## src/rtl/ht_pkg.sv

```systemverilog
// -----------------------------------------------------------------------------
// ht_pkg
// Shared constants for the ISO 11172-3 Huffman table 8 encoder and decoder.
//   - HT8_CODE / HT8_LEN : codeword and codeword length, indexed by |x|*6+|y|
//   - HT8_MAX_BITS       : longest table-8 codeword in bits
//   - HT8_LINBITS        : linbits for table 8 (none; no escape field exists)
//   - ht8_state_t        : encoder serialiser states
//   - ht8_index()        : (|x|,|y|) -> flat table index
// -----------------------------------------------------------------------------
package ht_pkg;

    localparam int HT8_MAX_BITS = 11;
    localparam int HT8_LINBITS  = 0;
    localparam int HT8_DIM      = 6;   // |x|,|y| in 0..5
    localparam int HT8_MAX_ABS  = HT8_DIM - 1;
    localparam int HT8_LEN_W    = 4;   // holds lengths 2..11

    typedef enum logic [1:0] {
        IDLE  = 2'd0,
        CODE  = 2'd1,
        XSIGN = 2'd2,
        YSIGN = 2'd3
    } ht8_state_t;

    // Codewords, right-aligned; the significant width is the matching HT8_LEN.
    localparam logic [HT8_MAX_BITS-1:0] HT8_CODE [HT8_DIM*HT8_DIM] = '{
        11'd3,  11'd4,  11'd6,  11'd18, 11'd12, 11'd5,
        11'd5,  11'd1,  11'd2,  11'd16, 11'd9,  11'd3,
        11'd7,  11'd3,  11'd5,  11'd14, 11'd7,  11'd3,
        11'd19, 11'd17, 11'd15, 11'd13, 11'd10, 11'd4,
        11'd13, 11'd5,  11'd8,  11'd11, 11'd5,  11'd1,
        11'd12, 11'd4,  11'd4,  11'd1,  11'd1,  11'd0
    };

    localparam logic [HT8_LEN_W-1:0] HT8_LEN [HT8_DIM*HT8_DIM] = '{
        4'd2, 4'd3, 4'd6, 4'd8, 4'd8,  4'd9,
        4'd3, 4'd2, 4'd4, 4'd8, 4'd8,  4'd8,
        4'd6, 4'd4, 4'd6, 4'd8, 4'd8,  4'd9,
        4'd8, 4'd8, 4'd8, 4'd9, 4'd9,  4'd10,
        4'd8, 4'd7, 4'd8, 4'd9, 4'd10, 4'd10,
        4'd9, 4'd8, 4'd9, 4'd9, 4'd11, 4'd11
    };

    function automatic logic [5:0] ht8_index(input logic [2:0] ax, input logic [2:0] ay);
        return 6'(ax) * 6'(HT8_DIM) + 6'(ay);
    endfunction

endpackage

```

## src/rtl/ht_08_enc_lut.sv

```systemverilog
// -----------------------------------------------------------------------------
// ht_08_enc_lut
// Combinational table-8 lookup: magnitudes in, codeword and its length out.
//   ax   : |x|, 0..5
//   ay   : |y|, 0..5
//   code : codeword, right-aligned in MAX_BITS
//   len  : codeword length in bits (2..11); 0 for magnitudes outside the table
// -----------------------------------------------------------------------------
module ht_08_enc_lut
    import ht_pkg::*;
#(
    parameter int MAX_BITS = HT8_MAX_BITS
) (
    input  logic [2:0]           ax,
    input  logic [2:0]           ay,
    output logic [MAX_BITS-1:0]  code,
    output logic [HT8_LEN_W-1:0] len
);

    // NOTE: every output gets a default before the conditional so no path
    // leaves it unassigned, which keeps this block purely combinational.
    always_comb begin
        code = '0;
        len  = '0;
        if (ax <= 3'(HT8_MAX_ABS) && ay <= 3'(HT8_MAX_ABS)) begin
            code = MAX_BITS'(HT8_CODE[ht8_index(ax, ay)]);
            len  = HT8_LEN[ht8_index(ax, ay)];
        end
    end

endmodule

```

## src/rtl/ht_08_encoder.sv

```systemverilog
// -----------------------------------------------------------------------------
// ht_08_encoder
// Bit-serial Huffman table-8 encoder for one (x,y) pair at a time: emits the
// codeword MSB first, then the x sign bit (if x!=0), then the y sign bit
// (if y!=0). Out-of-range pairs are dropped with a one-cycle err pulse.
//   clk   : clock, all logic on rising edge
//   rst   : synchronous active-high reset
//   axiiv : input pair valid          axiir : ready for a new pair (IDLE only)
//   x_in  : signed x value            y_in  : signed y value
//   axiov : serial bit valid          axiod : serial bit
//   axior : downstream ready (bit moves when axiov && axior)
//   err   : pulse the cycle after an out-of-range pair handshake
// -----------------------------------------------------------------------------
module ht_08_encoder
    import ht_pkg::*;
#(
    parameter int MAX_BITS = HT8_MAX_BITS,
    parameter int LINBITS  = HT8_LINBITS
) (
    input  logic               clk,
    input  logic               rst,
    input  logic               axiiv,
    input  logic signed [15:0] x_in,
    input  logic signed [15:0] y_in,
    output logic               axiir,
    output logic               axiov,
    output logic               axiod,
    input  logic               axior,
    output logic               err
);

    // Parameter sanity: the length field is 4 bits wide and table 8 has no
    // linbit escape, so anything else is a configuration mistake.
    if (MAX_BITS < HT8_MAX_BITS || MAX_BITS > 15) begin : g_bad_max_bits
        $error("ht_08_encoder: MAX_BITS must be in %0d..15", HT8_MAX_BITS);
    end
    if (LINBITS != 0) begin : g_bad_linbits
        $error("ht_08_encoder: table 8 has no linbits");
    end

    ht8_state_t state_q, state_d;

    logic                 x_ok, y_ok, in_range;
    logic [2:0]           ax, ay;
    logic [MAX_BITS-1:0]  lut_code;
    logic [HT8_LEN_W-1:0] lut_len;

    logic                 accept, drop;
    logic [MAX_BITS-1:0]  code_q;   // codeword, left-aligned, shifted out MSB first
    logic [HT8_LEN_W-1:0] len_q;
    logic [HT8_LEN_W-1:0] cnt_q;    // index of the codeword bit on axiod
    logic                 xnz_q, ynz_q, xsg_q, ysg_q;
    logic                 last_code_bit;

    // ---------------- input qualification ----------------
    assign x_ok     = (x_in >= -16'sd5) && (x_in <= 16'sd5);
    assign y_ok     = (y_in >= -16'sd5) && (y_in <= 16'sd5);
    assign in_range = x_ok && y_ok;

    // Magnitude from the low bits only: for in-range values the low three
    // bits of -v equal (0 - v[2:0]) mod 8, so the upper bits are not needed.
    assign ax = x_in[15] ? (3'd0 - x_in[2:0]) : x_in[2:0];
    assign ay = y_in[15] ? (3'd0 - y_in[2:0]) : y_in[2:0];

    ht_08_enc_lut #(
        .MAX_BITS (MAX_BITS)
    ) u_lut (
        .ax   (ax),
        .ay   (ay),
        .code (lut_code),
        .len  (lut_len)
    );

    assign accept        = axiir && axiiv && in_range;
    assign drop          = axiir && axiiv && !in_range;
    assign last_code_bit = (cnt_q == len_q - 4'd1);

    // ---------------- state register ----------------
    // NOTE: sequential state uses non-blocking assignments so every flop
    // samples pre-edge values, independent of process evaluation order.
    always_ff @(posedge clk) begin
        if (rst) begin
            state_q <= IDLE;
        end else begin
            state_q <= state_d;
        end
    end

    // ---------------- next state and outputs ----------------
    always_comb begin
        state_d = state_q;
        axiir   = 1'b0;
        axiov   = 1'b0;
        axiod   = 1'b0;
        case (state_q)
            IDLE: begin
                axiir = 1'b1;
                if (axiiv && in_range) begin
                    state_d = CODE;
                end
            end
            CODE: begin
                axiov = 1'b1;
                axiod = code_q[MAX_BITS-1];
                if (axior && last_code_bit) begin
                    if (xnz_q) begin
                        state_d = XSIGN;
                    end else if (ynz_q) begin
                        state_d = YSIGN;
                    end else begin
                        state_d = IDLE;
                    end
                end
            end
            XSIGN: begin
                axiov = 1'b1;
                axiod = xsg_q;
                if (axior) begin
                    state_d = ynz_q ? YSIGN : IDLE;
                end
            end
            YSIGN: begin
                axiov = 1'b1;
                axiod = ysg_q;
                if (axior) begin
                    state_d = IDLE;
                end
            end
            default: begin
                state_d = IDLE;
            end
        endcase
    end

    // ---------------- error pulse ----------------
    always_ff @(posedge clk) begin
        if (rst) begin
            err <= 1'b0;
        end else begin
            err <= drop;
        end
    end

    // ---------------- pair datapath ----------------
    // NOTE: these registers carry no reset; they are always loaded on accept
    // before the FSM leaves IDLE, and reset already forces IDLE.
    always_ff @(posedge clk) begin
        if (accept) begin
            code_q <= lut_code << (MAX_BITS - int'(lut_len));
            len_q  <= lut_len;
            cnt_q  <= '0;
            xnz_q  <= (ax != 3'd0);
            ynz_q  <= (ay != 3'd0);
            xsg_q  <= x_in[15];
            ysg_q  <= y_in[15];
        end else if (state_q == CODE && axior) begin
            code_q <= code_q << 1;
            if (!last_code_bit) begin
                cnt_q <= cnt_q + 4'd1;
            end
        end
    end

endmodule

```

## config.mk

```make
export PLATFORM = sky130hd
export DESIGN_NAME = ht_08_encoder
export DESIGN_NICKNAME = d
export VERILOG_FILES = /design/src/rtl/ht_pkg.sv /design/src/rtl/ht_08_enc_lut.sv /design/src/rtl/ht_08_encoder.sv
export SDC_FILE = /design/constraint.sdc
export NUM_CORES = 1
export LEC_CHECK = 0
export CORE_MARGIN = 5
export CORE_UTILIZATION = 45
export DETAILED_ROUTE_END_ITERATION = 16
export PLACE_DENSITY = 0.68
export SYNTH_ARGS = -nofsm -noshare
export SYNTH_HDL_FRONTEND = slang
export SYNTH_SLANG_ARGS = --single-unit
```

## constraint.sdc

```tcl
create_clock -name clk -period 15.5 [get_ports clk]
set_input_delay 3.875 -clock clk [delete_from_list [all_inputs] [get_ports clk]]
set_output_delay 3.875 -clock clk [all_outputs]
set_load 0.1 [all_outputs]
```

* Yosys cells after proc, flatten, opt, wreduce, memory -nomap -nowiden
Memory sizes are Yosys's and may differ from the RTL's.
Cells that the tools add are included.
** Cells by class
- Equal/unequal tests :: 8
- Multiply operators :: 1
- Bitwise operators :: 2
- Magnitude comparators :: 7
- Mux-type cells :: 20
- Shifts and indexed selects :: 1
- Reduce and logical (&&, ||, !) cells :: 18
- Add/subtract/negate cells :: 6
- Div/mod/pow operators :: 0
** Operators by type and width (count)
- 11-bit 2-to-1 mux :: 5
- 16-bit by 4-bit greater-or-equal comparator with 1-bit output (second input constant) :: 2
- 16-bit by 4-bit less-or-equal comparator with 1-bit output (second input constant) :: 2
- 11-bit by 32-bit left shift with 11-bit output :: 1
- 2-bit 2-to-1 mux :: 6
- 4-bit 2-to-1 mux :: 3
- 1-bit logical AND :: 10
- 2-bit != test (second input constant) :: 4
- 2-bit case mux with 4 select lines :: 1
- 7-bit greater-or-equal comparator (second input constant) :: 1
- 6-bit NOT with 7-bit output :: 1
- 6-bit by 3-bit adder with 6-bit output :: 1
- 3-bit less-or-equal comparator (second input constant) :: 2
- 3-bit 2-to-1 mux :: 2
- 3-bit nonzero test :: 2
- 1-bit by 3-bit subtractor with 3-bit output (first input constant) :: 2
- 3-bit by 2-bit multiplier with 5-bit output (second input constant) :: 1
- 4-bit by 4-bit subtractor with 5-bit output (first input constant) :: 1
- 4-bit by 1-bit adder with 4-bit output (second input constant) :: 1
- 2-bit == test (second input constant) :: 2
- 4-bit == test :: 1
- 4-bit AND reduction :: 1
- 4-bit by 1-bit subtractor with 4-bit output (second input constant) :: 1
- 1-bit case mux with 3 select lines :: 1
- 8 further kinds :: 9
** Storage, ports and cells
- Register bits after elaboration :: 26
- Memory bits (read-only) :: 960
- Output and inout bits :: 4
- Bits of input ports :: 36
- Bits in writable memories :: 0
- Latch bits :: 0
- Logic and storage cells :: 74
- Memories kept :: 2
** Memories
- (no name shown) :: words 64, bits a word 11, read ports 1, clocked after Yosys merged registers in 0, write ports 0, RTL line ht_08_enc_lut.sv:26 : code = MAX_BITS'(HT8_CODE[ht8_index(ax, ay)]);
- (no name shown) :: words 64, bits a word 4, read ports 1, clocked after Yosys merged registers in 0, write ports 0, RTL line ht_08_enc_lut.sv:27 : len = HT8_LEN[ht8_index(ax, ay)];

* Longest topological paths before layout
- Depth after elaboration :: 12
- Depth in mapped cells :: 21
- Gate-level depth less buffers :: 20

* Cells and area by module
A second synthesis with hierarchy kept.
** Unflattened totals
- Cells, all modules :: 322
- Area total of the unflattened synthesis :: 2872.8 um^2
** Modules (own cells, without submodules)
- ht_08_encoder :: area each 1955.6 um^2, times used 1, seq. area each 710.7 um^2, cells each 202
- ht_08_enc_lut :: area each 917.1 um^2, times used 1, seq. area each 0.0 um^2, cells each 120

* Worst setup path after synthesis
OpenSTA, ideal clock, no wires.
- Kind :: input port to flip-flop
- Start :: input x_in[0]
- End :: register code_q[5], data pin
- Setup time :: 0.132 ns
- Data required time :: 15.368 ns
- Setup slack :: 7.356 ns
- Path buffers :: 2
- Cell stages on the path :: 20
- Data arrival time :: 8.012 ns
- Path through :: inv_1 -> ha_1 -> mux2_2 -> ha_1 -> inv_1 -> fa_1 -> xnor2_1 -> buf_1 -> clkbuf_1 -> nand2_1 -> o21ai_0 -> a21oi_1 -> nor3_1 -> nor2_1 -> ha_1 -> or2_2 -> or3_1 -> o22ai_1 -> and2_1 -> a221o_1
** Between the ends
- Longest elaborated chain between the ends :: 12
- Elaborated cells between the ends (all ways) :: 23
- Those cells by class :: add/sub: 3; mul: 1; order compare: 3; shift: 1; mux: 8; bitwise: 1; reduce/logical: 4; memory: 2
** Ends and longest elaborated chain
- from (decl) :: RTL line ht_08_encoder.sv:23 : input logic signed [15:0] x_in,
- 1-bit by 3-bit subtractor with 3-bit output :: RTL line ht_08_encoder.sv:62 : assign ax = x_in[15] ? (3'd0 - x_in[2:0]) : x_in[2:0];
- 3-bit 2-to-1 mux (*) :: RTL line ht_08_encoder.sv:62
- 3-bit by 2-bit multiplier with 5-bit output :: RTL line ht_pkg.sv:45 : return 6'(ax) * 6'(HT8_DIM) + 6'(ay);
- 6-bit by 3-bit adder with 6-bit output :: RTL line ht_pkg.sv:45
- 6-bit NOT with 7-bit output (implied by the code) :: RTL line ht_08_enc_lut.sv:27
- memory read 64 x 4 bit
- 4-bit 2-to-1 mux (implied by the code) (2 in series) :: RTL line ht_08_enc_lut.sv:27
- 4-bit 2-to-1 mux (*) :: RTL line ht_08_enc_lut.sv:25 : if (ax <= 3'(HT8_MAX_ABS) && ay <= 3'(HT8_MAX_ABS)) begin
- via lut_len[3] :: RTL line ht_08_encoder.sv:46 : logic [HT8_LEN_W-1:0] lut_len;
- 4-bit by 4-bit subtractor with 5-bit output (*) :: RTL line ht_08_encoder.sv:149 : code_q <= lut_code << (MAX_BITS - int'(lut_len));
- 11-bit by 32-bit left shift with 11-bit output (*) :: RTL line ht_08_encoder.sv:149
- 11-bit 2-to-1 mux (*) :: RTL line ht_08_encoder.sv:148 : if (accept) begin
- to (signal assigned) :: RTL line ht_08_encoder.sv:149
- to (signal assigned) :: RTL line ht_08_encoder.sv:157 : code_q <= code_q << 1;
- to (decl) :: RTL line ht_08_encoder.sv:49 : logic [MAX_BITS-1:0] code_q;
Mark *: on every way through the listed nets, which the timed path passes. The rest lies on a longest branch. The select of a mux whose other input is x is not followed.
A chain may end at the register's enable or synchronous reset.

* Worst setup path after layout
- Start :: input y_in[0]
- End :: register code_q[5], data pin
** Between the ends
- Longest elaborated chain between the ends :: 11
- Elaborated cells between the ends (all ways) :: 22
- Those cells by class :: add/sub: 3; order compare: 3; shift: 1; mux: 8; bitwise: 1; reduce/logical: 4; memory: 2
** Ends and longest elaborated chain
- from (decl) :: RTL line ht_08_encoder.sv:24 : input logic signed [15:0] y_in,
- 1-bit by 3-bit subtractor with 3-bit output :: RTL line ht_08_encoder.sv:63 : assign ay = y_in[15] ? (3'd0 - y_in[2:0]) : y_in[2:0];
- 3-bit 2-to-1 mux (*) :: RTL line ht_08_encoder.sv:63
- 6-bit by 3-bit adder with 6-bit output :: RTL line ht_pkg.sv:45
- 6-bit NOT with 7-bit output (implied by the code) :: RTL line ht_08_enc_lut.sv:27
- memory read 64 x 4 bit
- 4-bit 2-to-1 mux (implied by the code) (2 in series) :: RTL line ht_08_enc_lut.sv:27
- 4-bit 2-to-1 mux (*) :: RTL line ht_08_enc_lut.sv:25
- via lut_len[2] :: RTL line ht_08_encoder.sv:46
- 4-bit by 4-bit subtractor with 5-bit output (*) :: RTL line ht_08_encoder.sv:149
- 11-bit by 32-bit left shift with 11-bit output (*) :: RTL line ht_08_encoder.sv:149
- 11-bit 2-to-1 mux (*) :: RTL line ht_08_encoder.sv:148
Marks and branches as above.

==> metrics.yaml <==
async_reset_ff_frac: 0
maxCapViolations: 0
worst_slew_pin_slew_ps: 983.9
root_buffer: "clkbuf_8"
dr.pass1.iters: 4
crit_arrival_ps: 9390
core_um2: 5886
clk_pin_slew_worst_paths_ps: 100
final_area_um2: 3201
crit_path_start: "y_in[0]"
holdWs_ps: 544.2
layout_common_cells: "clkdlybuf4s50_1 (39), nand2_1 (32), nor2_1 (31)"
clk_latency_ps: 270
finalCritPeriodShare: 0.5966
die_w_um: 87.45
dieArea_um2: 7647
syn_inst: 317
portBuffers: 39
critPathSlowestCell: "fa_1"
reg2reg_depth: 7
drt_iter0_drc: 101
syn_area_um2: 2699
synth_seq_cells: 26
gr-usage-all-layers: 0.1805
antennaDiodeCount: 0
hp-class: "flip-flop to flip-flop"
die_y_um: 87.45
vias: 2471
drive_above_1_share: 0.07450
r2r-start: "state_q[1]$_SDFFE_PP0P_"
synth.distinct_cells: 60
cts.sinks: 26
finalSetupViolations: 0
slew_headroom: 0.3420
dpl-instance-area_um2: 3134
leakagePower_nw: 1.225
ant_nets: 0
yosys.area.top_type: "edfxtp_1"
postCtsSetupRepairBufs: 0
synth_top_area_frac: 0.2114
cts_hold_buffers: 0
grt_pass1_vias: 2346
grt_max_degree: 30
layout_commonest_cell: "clkdlybuf4s50_1"
grt_pass1_wl_mm: 11.26
synth-main-ff-cell: "edfxtp_1"
rsz0062_at_grt: "false"
antenna_found_initial: 0
initial_core_util: 0.4585
vias_per_cell: 5.828
max_stage_delay_ps: 1150
p_per_area_nw_per_um2: 92.42
setup_tns_ps: 0
multi_input_area_um2: 1853
finish.net_count: 409
areaGrowthSynthToFinish_pct: 18.59
cts_tree: "done"
cts_buffer_depth: 2
h-tree-depth: 1
drt-wirelength-per-cell_um: 15.42
num_rows: 28
period_needed_ps: 9247
ys_seq_area_frac: 0.2633
finalHoldViolCount: 0
r2r-end: "code_q[2]$_DFFE_PP_"
crit_required_ps: 15640
gp_congestion: 0.9376
critPathCapture: "code_q[5]$_DFFE_PP_"
layout.cells.non_filler: 424
cp_cell_sequence: "clkdlybuf4s50_1, inv_1, ha_1, nand2b_1, xnor2_1, inv_1, fa_1, nor2_1, a2111oi_0, a211o_1, a2111oi_4, ha_1, or2_2, or3_1, o22ai_1, and2_1, a221o_1"
ys_top_cells_by_area: "edfxtp_1 (21%), ha_1 (10%), dfxtp_1 (5.2%)"
status: "finished clean"
crit_fanout: 29
fmax_mhz: 108.1
routed_wl_mm: 6.540
criticalPathCategory: "primary input to flip-flop"
ioPinCount: 40
cts_resized: 0
final_max_slew_viol_count: 0
gr-total-overflow: 0
ir_drop_mv: 0.04144
syn_avg_cell_area_um2: 8.514
reg2reg_setup_slack_ps: 13280
drcViolationCount: 0
cts_made_buffers: 3
skew_ps: 8.483
endpoint_kind: "flip-flop"
fillerInstances: 536
regArea_um2: 710.7
place_inst: 420
ys_warn_count: 0
worst_setup_path_start_kind: "primary input"
dpl.hpwl_mm: 5.067
synth_fp_nets: 376
synth_edf_count: 19
## power breakdown
group,switching [mW],internal [mW]
sequential,0.0000278,0.0750
clock,0.0218,0.0281
combinational,0.103,0.0674
## cells in the mapped netlist, types with 2 or more instances
| library cell | instances |
|---|---|
| o221ai_1 | 3 |
| a2111oi_0 | 4 |
| o211ai_1 | 4 |
| a22oi_1 | 2 |
| clkbuf_1 | 9 |
| o22ai_1 | 4 |
| nand3_1 | 13 |
| a31oi_1 | 3 |
| and3_1 | 5 |
| or4_1 | 5 |
| nor2_1 | 31 |
| nand2b_1 | 7 |
| mux2i_1 | 7 |
| a211oi_1 | 2 |
| a32oi_1 | 4 |
| a211o_1 | 3 |
| a22o_1 | 2 |
| and2_1 | 4 |
| xnor2_2 | 2 |
| a41oi_1 | 2 |
| nor3_1 | 10 |
| a21o_2 | 2 |
| mux2_2 | 7 |
| a2111oi_4 | 2 |
| nor4_1 | 7 |
| o21bai_1 | 2 |
| xor2_2 | 2 |
| dfxtp_1 | 7 |
| inv_1 | 19 |
| xnor2_1 | 10 |
| ha_1 | 22 |
| xor2_1 | 3 |
| a21o_1 | 3 |
| nand4_1 | 6 |
| nor2b_1 | 2 |
| edfxtp_1 | 19 |
| nand2_1 | 32 |
| a221o_1 | 2 |
| a21oi_1 | 12 |
| o21ai_0 | 11 |
| o21ai_1 | 2 |
## metrics by stage
step | utilization | total power [mW] | setup slack [ps]
CTS | 0.5438 | 0.2965 | 6301
detailed placement | 0.5325 | 0.2447 | 6031
global route | 0.5438 | 0.3207 | 5813
floorplan | - | 0.2042 | 7356
global placement | 0.5325 | 0.2447 | 6166
finish | 0.5438 | 0.2958 | 6253
## cell type report
cell class,instances,share of cell area
multi-input combinational,258,0.5790
sequential,26,0.2220
timing repair buffer,40,0.1243
tap,75,0.02932
inverter,21,0.02463
clock buffer,4,0.02072
## per-layer routing
layer | GRT usage | share of wire | vias to the layer above
met1 | 0.2488 | 0.47 | 1145
met3 | 0.02933 | 0.063 | 6
li1 | - | - | 1245
met2 | 0.2979 | 0.46 | 75
met5 | 0 | 0 | -
met4 | 0.03626 | 0.012 | 0
## cell families after synthesis
kind of cell / after synthesis / share of synthesized area
simple gates: 128 / 0.2327
compound gates: 75 / 0.2146
mux: 15 / 0.06352
buf+inv: 33 / 0.05007
fa+ha+maj: 23 / 0.1094
flops: 26 / 0.2633
xor+xnor: 17 / 0.06630
## sequential cells by signal, indices dropped and copies added, names as in the netlist
signal	count
code_q	11
cnt_q	4
len_q	4
state_q	2
err	1
xnz_q	1
xsg_q	1
ynz_q	1
ysg_q	1
## how the worst min path moves through the flow
stage | depth (start not counted) | to | slack [ps] | startpoint
after floorplan | 2 | cnt_q[3]$_SDFFE_PP0P_ | 500 | cnt_q[3]$_SDFFE_PP0P_
after global placement | 2 | code_q[3]$_DFFE_PP_ | 520 | code_q[2]$_DFFE_PP_
after detailed placement | 2 | code_q[9]$_DFFE_PP_ | 520 | code_q[8]$_DFFE_PP_
after CTS | 2 | code_q[9]$_DFFE_PP_ | 550 | code_q[8]$_DFFE_PP_
after global routing | 2 | code_q[9]$_DFFE_PP_ | 580 | code_q[8]$_DFFE_PP_
final | 1 | code_q[1]$_DFFE_PP_ | 540 | code_q[0]$_SDFFCE_PN0P_
## critical path: cells and delay by family
family,cells,cell delay [ps]
simple gates,5,1270
compound gates,5,1220
fa+ha+maj,3,1720
buf+inv,3,1020
xor+xnor,1,280
(Power assumes the default switching activity.)
